`config.mk`:
```
export PLATFORM = sky130hd
export DESIGN_NAME = shift_cmd_seq
export DESIGN_NICKNAME = d
export VERILOG_FILES = /design/src/rtl/shift_cmd_seq.sv
export SDC_FILE = /design/constraint.sdc
export NUM_CORES = 1
export LEC_CHECK = 0
export CORE_MARGIN = 2
export CORE_UTILIZATION = 35
export CTS_CLUSTER_DIAMETER = 120
export DETAILED_ROUTE_END_ITERATION = 7
export PLACE_DENSITY = 0.55
export SLEW_MARGIN = 40
export SYNTH_ARGS = -nofsm -noshare
export SYNTH_HDL_FRONTEND = slang
export SYNTH_SLANG_ARGS = --single-unit
```
`constraint.sdc`:
```
create_clock -name clk -period 4.9 [get_ports clk]
set_input_delay 0.735 -clock clk [delete_from_list [all_inputs] [get_ports clk]]
set_output_delay 0.735 -clock clk [all_outputs]
set_load 0.05 [all_outputs]
```
`src/rtl/shift_cmd_seq.sv`:
```
// rtl/shift_cmd_seq.sv - command FIFO and sequencer driving an 8-bit shift register
//
// Ports:
//   clk        clock; all state updates on the rising edge
//   rst        synchronous active-high reset
//   cmd_valid  command offered
//   cmd_ready  command FIFO can accept (low while full or in reset)
//   cmd_op     opcode to issue downstream
//   cmd_data   load value, or serial-in bit source for op 101
//   cmd_count  number of issue cycles; 0 means 16 (op 001 always issues once)
//   op         opcode to the downstream shift register
//   data_out   data_in to the downstream shift register
//   busy       a command is queued or executing
//   done       one-cycle pulse on the last issue cycle of each command
module shift_cmd_seq #(
    parameter int DEPTH = 2
) (
    input  logic       clk,
    input  logic       rst,
    input  logic       cmd_valid,
    output logic       cmd_ready,
    input  logic [2:0] cmd_op,
    input  logic [7:0] cmd_data,
    input  logic [3:0] cmd_count,
    output logic [2:0] op,
    output logic [7:0] data_out,
    output logic       busy,
    output logic       done
);

    localparam int AW = $clog2(DEPTH);

    localparam logic [2:0] OP_LOAD = 3'b001;
    localparam logic [2:0] OP_SIN  = 3'b101;

    typedef enum logic {
        IDLE,
        EXEC
    } state_t;

    state_t state, state_next;

    // FIFO entry layout: {op[14:12], data[11:4], count[3:0]}
    logic [14:0]   mem [DEPTH];
    logic [AW-1:0] wr_ptr;
    logic [AW-1:0] rd_ptr;
    logic [AW:0]   occ;
    logic          full;
    logic          empty;
    logic          push;
    logic          pop;

    logic [2:0]    head_op;
    logic [7:0]    head_data;
    logic [3:0]    head_cnt;

    logic [2:0]    cur_op;
    logic [7:0]    data_reg;
    logic [4:0]    remaining;

    assign full      = (occ == (AW+1)'(DEPTH));
    assign empty     = (occ == '0);
    assign cmd_ready = !full && !rst;
    assign push      = cmd_valid && cmd_ready;

    assign head_op   = mem[rd_ptr][14:12];
    assign head_data = mem[rd_ptr][11:4];
    assign head_cnt  = mem[rd_ptr][3:0];

    assign op       = (state == EXEC) ? cur_op   : 3'b000;
    assign data_out = (state == EXEC) ? data_reg : 8'h00;
    assign done     = (state == EXEC) && (remaining == 5'd1);
    assign busy     = (state == EXEC) || !empty;

    always_ff @(posedge clk) begin
        if (rst) begin
            state <= IDLE;
        end else begin
            state <= state_next;
        end
    end

    // The next command is popped on the final issue cycle so consecutive
    // commands run back-to-back with no hold cycle between them.
    always_comb begin
        state_next = state;
        pop        = 1'b0;
        case (state)
            IDLE: begin
                if (!empty) begin
                    pop        = 1'b1;
                    state_next = EXEC;
                end
            end
            EXEC: begin
                if (remaining == 5'd1) begin
                    if (!empty) begin
                        pop = 1'b1;
                    end else begin
                        state_next = IDLE;
                    end
                end
            end
            default: state_next = IDLE;
        endcase
    end

    always_ff @(posedge clk) begin
        if (push) begin
            mem[wr_ptr] <= {cmd_op, cmd_data, cmd_count};
        end
    end

    always_ff @(posedge clk) begin
        if (rst) begin
            wr_ptr    <= '0;
            rd_ptr    <= '0;
            occ       <= '0;
            cur_op    <= 3'b000;
            data_reg  <= 8'h00;
            remaining <= 5'd0;
        end else begin
            if (push) begin
                wr_ptr <= wr_ptr + AW'(1);
            end
            if (pop) begin
                rd_ptr <= rd_ptr + AW'(1);
            end
            case ({push, pop})
                2'b10:   occ <= occ + (AW+1)'(1);
                2'b01:   occ <= occ - (AW+1)'(1);
                default: occ <= occ;
            endcase

            if (pop) begin
                cur_op   <= head_op;
                data_reg <= head_data;
                if (head_op == OP_LOAD) begin
                    remaining <= 5'd1;
                end else if (head_cnt == 4'd0) begin
                    remaining <= 5'd16;
                end else begin
                    remaining <= {1'b0, head_cnt};
                end
            end else if (state == EXEC) begin
                remaining <= remaining - 5'd1;
                // Serial-in presents the next source bit on data_out[0] each cycle.
                if (cur_op == OP_SIN) begin
                    data_reg <= {1'b0, data_reg[7:1]};
                end
            end
        end
    end

endmodule

```
# Yosys cells after proc, flatten, opt, wreduce, memory -nomap -nowiden

Memories as Yosys holds them, arrays and structs flattened. A register that Yosys moved wholly into a read port is not among the register bits.
Index checks and enable logic that the tools add are counted.

Register bits after elaboration: 21
Memory bits (writable): 30
Input port bits: 18
Output and inout bits: 14
Memories: 1

Memory list:

| name | depth | width | read ports | clocked after Yosys merged registers in | write ports | line | text |
|---|---|---|---|---|---|---|---|
| mem  | 2     | 15    | 1          | 1                                       | 1           | 44   | `logic [14:0] mem [DEPTH];` |

Add/subtract/negate cells: 5
Equal/unequal tests: 6
Mux-type cells: 19
Bitwise operators: 1
Reduce and logical (&&, ||, !) cells: 13

Operator list:

| operator            | count |
|---|---|
| $mux 8              | 4 |
| $mux 5              | 4 |
| $mux 1              | 7 |
| $reduce_bool 2->1   | 3 |
| $eq 5x1->1 const B  | 1 |
| $sub 5x1->5 const B | 1 |
| $eq 2x2->1 const B  | 2 |
| $logic_not 4->1     | 1 |
| $pmux 1 s2          | 2 |
| $pmux 2 s2          | 1 |
| $eq 3x1->1 const B  | 1 |
| $eq 3x3->1 const B  | 1 |
| $logic_and 1x1->1   | 3 |
| $logic_not 1->1     | 3 |
| $mux 3              | 1 |
| $add 1x1->1 const B | 2 |
| $add 2x1->2 const B | 1 |
| $eq 2x1->1 const B  | 1 |
| $logic_not 2->1     | 1 |
| $reduce_and 2->1    | 1 |
| $sub 2x1->2 const B | 1 |
| $logic_or 1x1->1    | 1 |
| $not 1->1           | 1 |

# Depth between registers and ports, before layout

Word-level depth: 6
Depth in mapped cells: 9

# Worst setup path before layout

No wires, ideal clock.

Path type: input-to-output
Start point: input rst
End point: output cmd_ready
Arrival time: 1.873 ns
Required time: 4.165 ns
Setup slack: 2.292 ns
Stages: 3
Path buffers: 2
Path through: clkbuf_1 -> clkbuf_1 -> a21oi_1

Longest elaborated chain between the ends: 2

Ends and longest elaborated chain:

| item              | line | text |
|---|---|---|
| from (decl)       | 19   | `input logic rst,` |
| $logic_not 1->1   | 63   | `assign cmd_ready = !full && !rst;` |
| $logic_and 1x1->1 | 63   |  |
| to (decl)         | 21   | `output logic cmd_ready,` |

No other way between the ends.

# Worst setup path in the final report

Start point: register remaining[1]
End point: output done

Longest elaborated chain between the ends: 2

Ends and longest elaborated chain:

| item                   | line | text |
|---|---|---|
| from (decl)            | 59   | `logic [4:0] remaining;` |
| from (signal assigned) | 143  | `remaining <= {1'b0, head_cnt};` |
| from (signal assigned) | 146  | `remaining <= remaining - 5'd1;` |
| $eq 5x1->1             | 72   | `assign done = (state == EXEC) && (remaining == 5'd1);` |
| $logic_and 1x1->1      | 72   |  |
| to (decl)              | 28   | `output logic done` |

No other way between the ends.

==> flow_summary.yaml <==
setup_path:
  crit_type: "reg -> out"
  crit_fanout: 3
  required_ns: 4.16
  crit_arrival_ns: 2.30
  end_kind: "output pin"
  startpoint_type: "flip-flop"
synthesis:
  async_flop_share_pct: 0
  netlist_instances: 181
  synth_edf_count: 30
  synthTopCellsByCount: "30 x edfxtp_1, 22 x dfxtp_1, 19 x a211oi_1"
  synth-seq-cells: 52
  syn_nets: 202
  synth_area_leaders: "edfxtp_1 41%, dfxtp_1 20%, a211oi_1 6.5%"
  synth_cell_types: 38
  yosysWarningCount: 0
  yosysMostFrequentCell: "edfxtp_1"
  netlist_area_um2: 2210
  yosysSeqAreaShare_pct: 60.7
  synth_ff_type: "edfxtp_1"
  synth_largest_area_cell: "edfxtp_1"
  avgSynthCellArea_um2: 12.2
  synth_top_area_share_pct: 40.8
timing:
  tightest_slew_ns: 0.759
  post-route-period-util_pct: 61.9
  hold_violations: 0
  fin_hold_ws_ns: 0.492
  drv_slew: 0
  fmax_ghz: 0.329
  clock_skew_ns: 0.00639
  fin_crit_ns: 3.04
  fin_ws_ns: 1.86
  setup_viol: 0
  tns_ns: 0
  relSlewSlack_pct: 49.4
  rsz0062_at_grt: "false"
layout:
  antenna_cells: 0
  fin_area_um2: 2670
  final_cells: 286
  largest_reg_flops: 30
  fin_nets: 231
  fin_util_pct: 44.4
  area_delta_synth_final_pct: 21.1
  drive_above_1_share_pct: 10.4
power_and_ir_drop:
  leakagePower_nw: 0.954
  vdd_drop_max_uv: 360
  p_total_mw: 1.43
  powerDensity_nw_per_um2: 536
placement:
  dp_cells: 278
  placed_area_um2: 2580
  place_ws_ns: 1.41
  dp_hpwl_um: 2870
  portBuffers: 31
  gp_congestion: 0.731
run_status:
  outcome: "complete, no violations"
die:
  io_pins: 32
  core_um2: 6030
  die_area_um2: 6960
  rows: 28
  die_w_um: 83.4
  die_h_um: 83.4
  initial_utilization_pct: 36.6
routing:
  drc: 0
  wl_met2_um: 1760
  wirelength_met1_um: 1990
  post_drt_wl_per_cell_um: 13.9
  dr.first_iter.drc_count: 38
  dr.pass1.iters: 4
  vias: 1399
  top_layer_used: "met4"
  final_antenna_net_count: 0
  routed_wl_um: 3970
  vias_per_cell: 4.89
  met3WireLength_um: 151
flow_run:
  max_cap_violations: 0
clock_network:
  cts_root_buf: "clkbuf_8"
  clk_latency_ns: 0.30
  cts_resized: 0
  h-tree-depth: 2
  cts_hold_buf: 0
  cts_tree: "yes"
  cts_buffers: 5
  cts_setup_buffers: 0
  cts.clk_slew.worst_paths_ns: 0.09
  cts_sinks: 52
  clk_path_buf_depth: 2
global_routing:
  grt_max_degree: 27
  grt_use_total_pct: 11.8
  grt_pass1_wl_um: 6600
  grt-ovfl-total: 0
  first_global_vias: 1380
  grt_antenna_before_repair: 0
hold_path:
  hp-class: "reg -> reg"
-- final cells by class --
type	count	area [um^2]
fill	574	3350
sequential	52	1340
multi-input combinational	110	791
timing repair buffer	33	320
tap	75	93.8
clock buffer	6	82.6
inverter	8	30.0
clock inverter	2	13.8
-- path summary, 6_finish.rpt --
kind,slack (ns),to,startpoint,depth (start not counted)
setup / recovery,1.86,done,remaining[1]$_SDFFE_PP0P_,5
hold reg to reg,0.49,data_reg[7]$_SDFFE_PP0P_,data_reg[7]$_SDFFE_PP0P_,2
setup reg to reg,2.16,occ[1]$_SDFFE_PP0P_,remaining[1]$_SDFFE_PP0P_,8
hold / removal,0.49,data_reg[7]$_SDFFE_PP0P_,data_reg[7]$_SDFFE_PP0P_,2
-- per-layer routing --
layer | vias up | global-route usage, %
met5 | - | 0
met4 | 0 | 4.84
met3 | 6 | 3.08
met2 | 26 | 18.3
met1 | 646 | 15.8
li1 | 721 | -
-- placed cells by master, fill, tap and decap left out, types with 2 or more instances in the layout --
master and instances:
clkdlybuf4s50_1 30, edfxtp_1 30, dfxtp_1 21, a211oi_1 19, nor2_1 14, and2_1 11
mux2i_1 11, a21oi_1 8, inv_1 7, nor2b_1 7, clkbuf_8 6, xnor2_1 5
mux2_2 4, nor3_1 3, nand2_1 3, ha_1 3, nor4_1 2, o21ai_0 2
buf_4 2
-- report_power, final --
group	switching (mW)	internal (mW)
registers	0.0918	0.554
logic	0.316	0.222
clock network	0.135	0.116
-- critical path, cell delays in order, from the launching register on --
cell	delay (ns)
dfxtp_1	0.32
inv_1	0.12
ha_1	0.19
or4b_4	0.48
nor2_1	0.10
clkdlybuf4s50_1	0.80
-- cells by family (layout without fill, tap and decap cells) --
| kind of cell | Yosys count | in the layout | synth area share [%] |
|---|---|---|---|
| AOI/OAI and AO/OA | 37 | 37 | 12.1 |
| DFF | 52 | 52 | 60.7 |
| xor gates and xnor gates | 6 | 6 | 2.38 |
| adders and majority gates | 3 | 3 | 1.70 |
| and+or+nand+nor | 49 | 49 | 12.6 |
| buffers and inverters | 19 | 49 | 3.46 |
| muxes | 15 | 15 | 7.03 |
(Power assumes the default switching activity.)
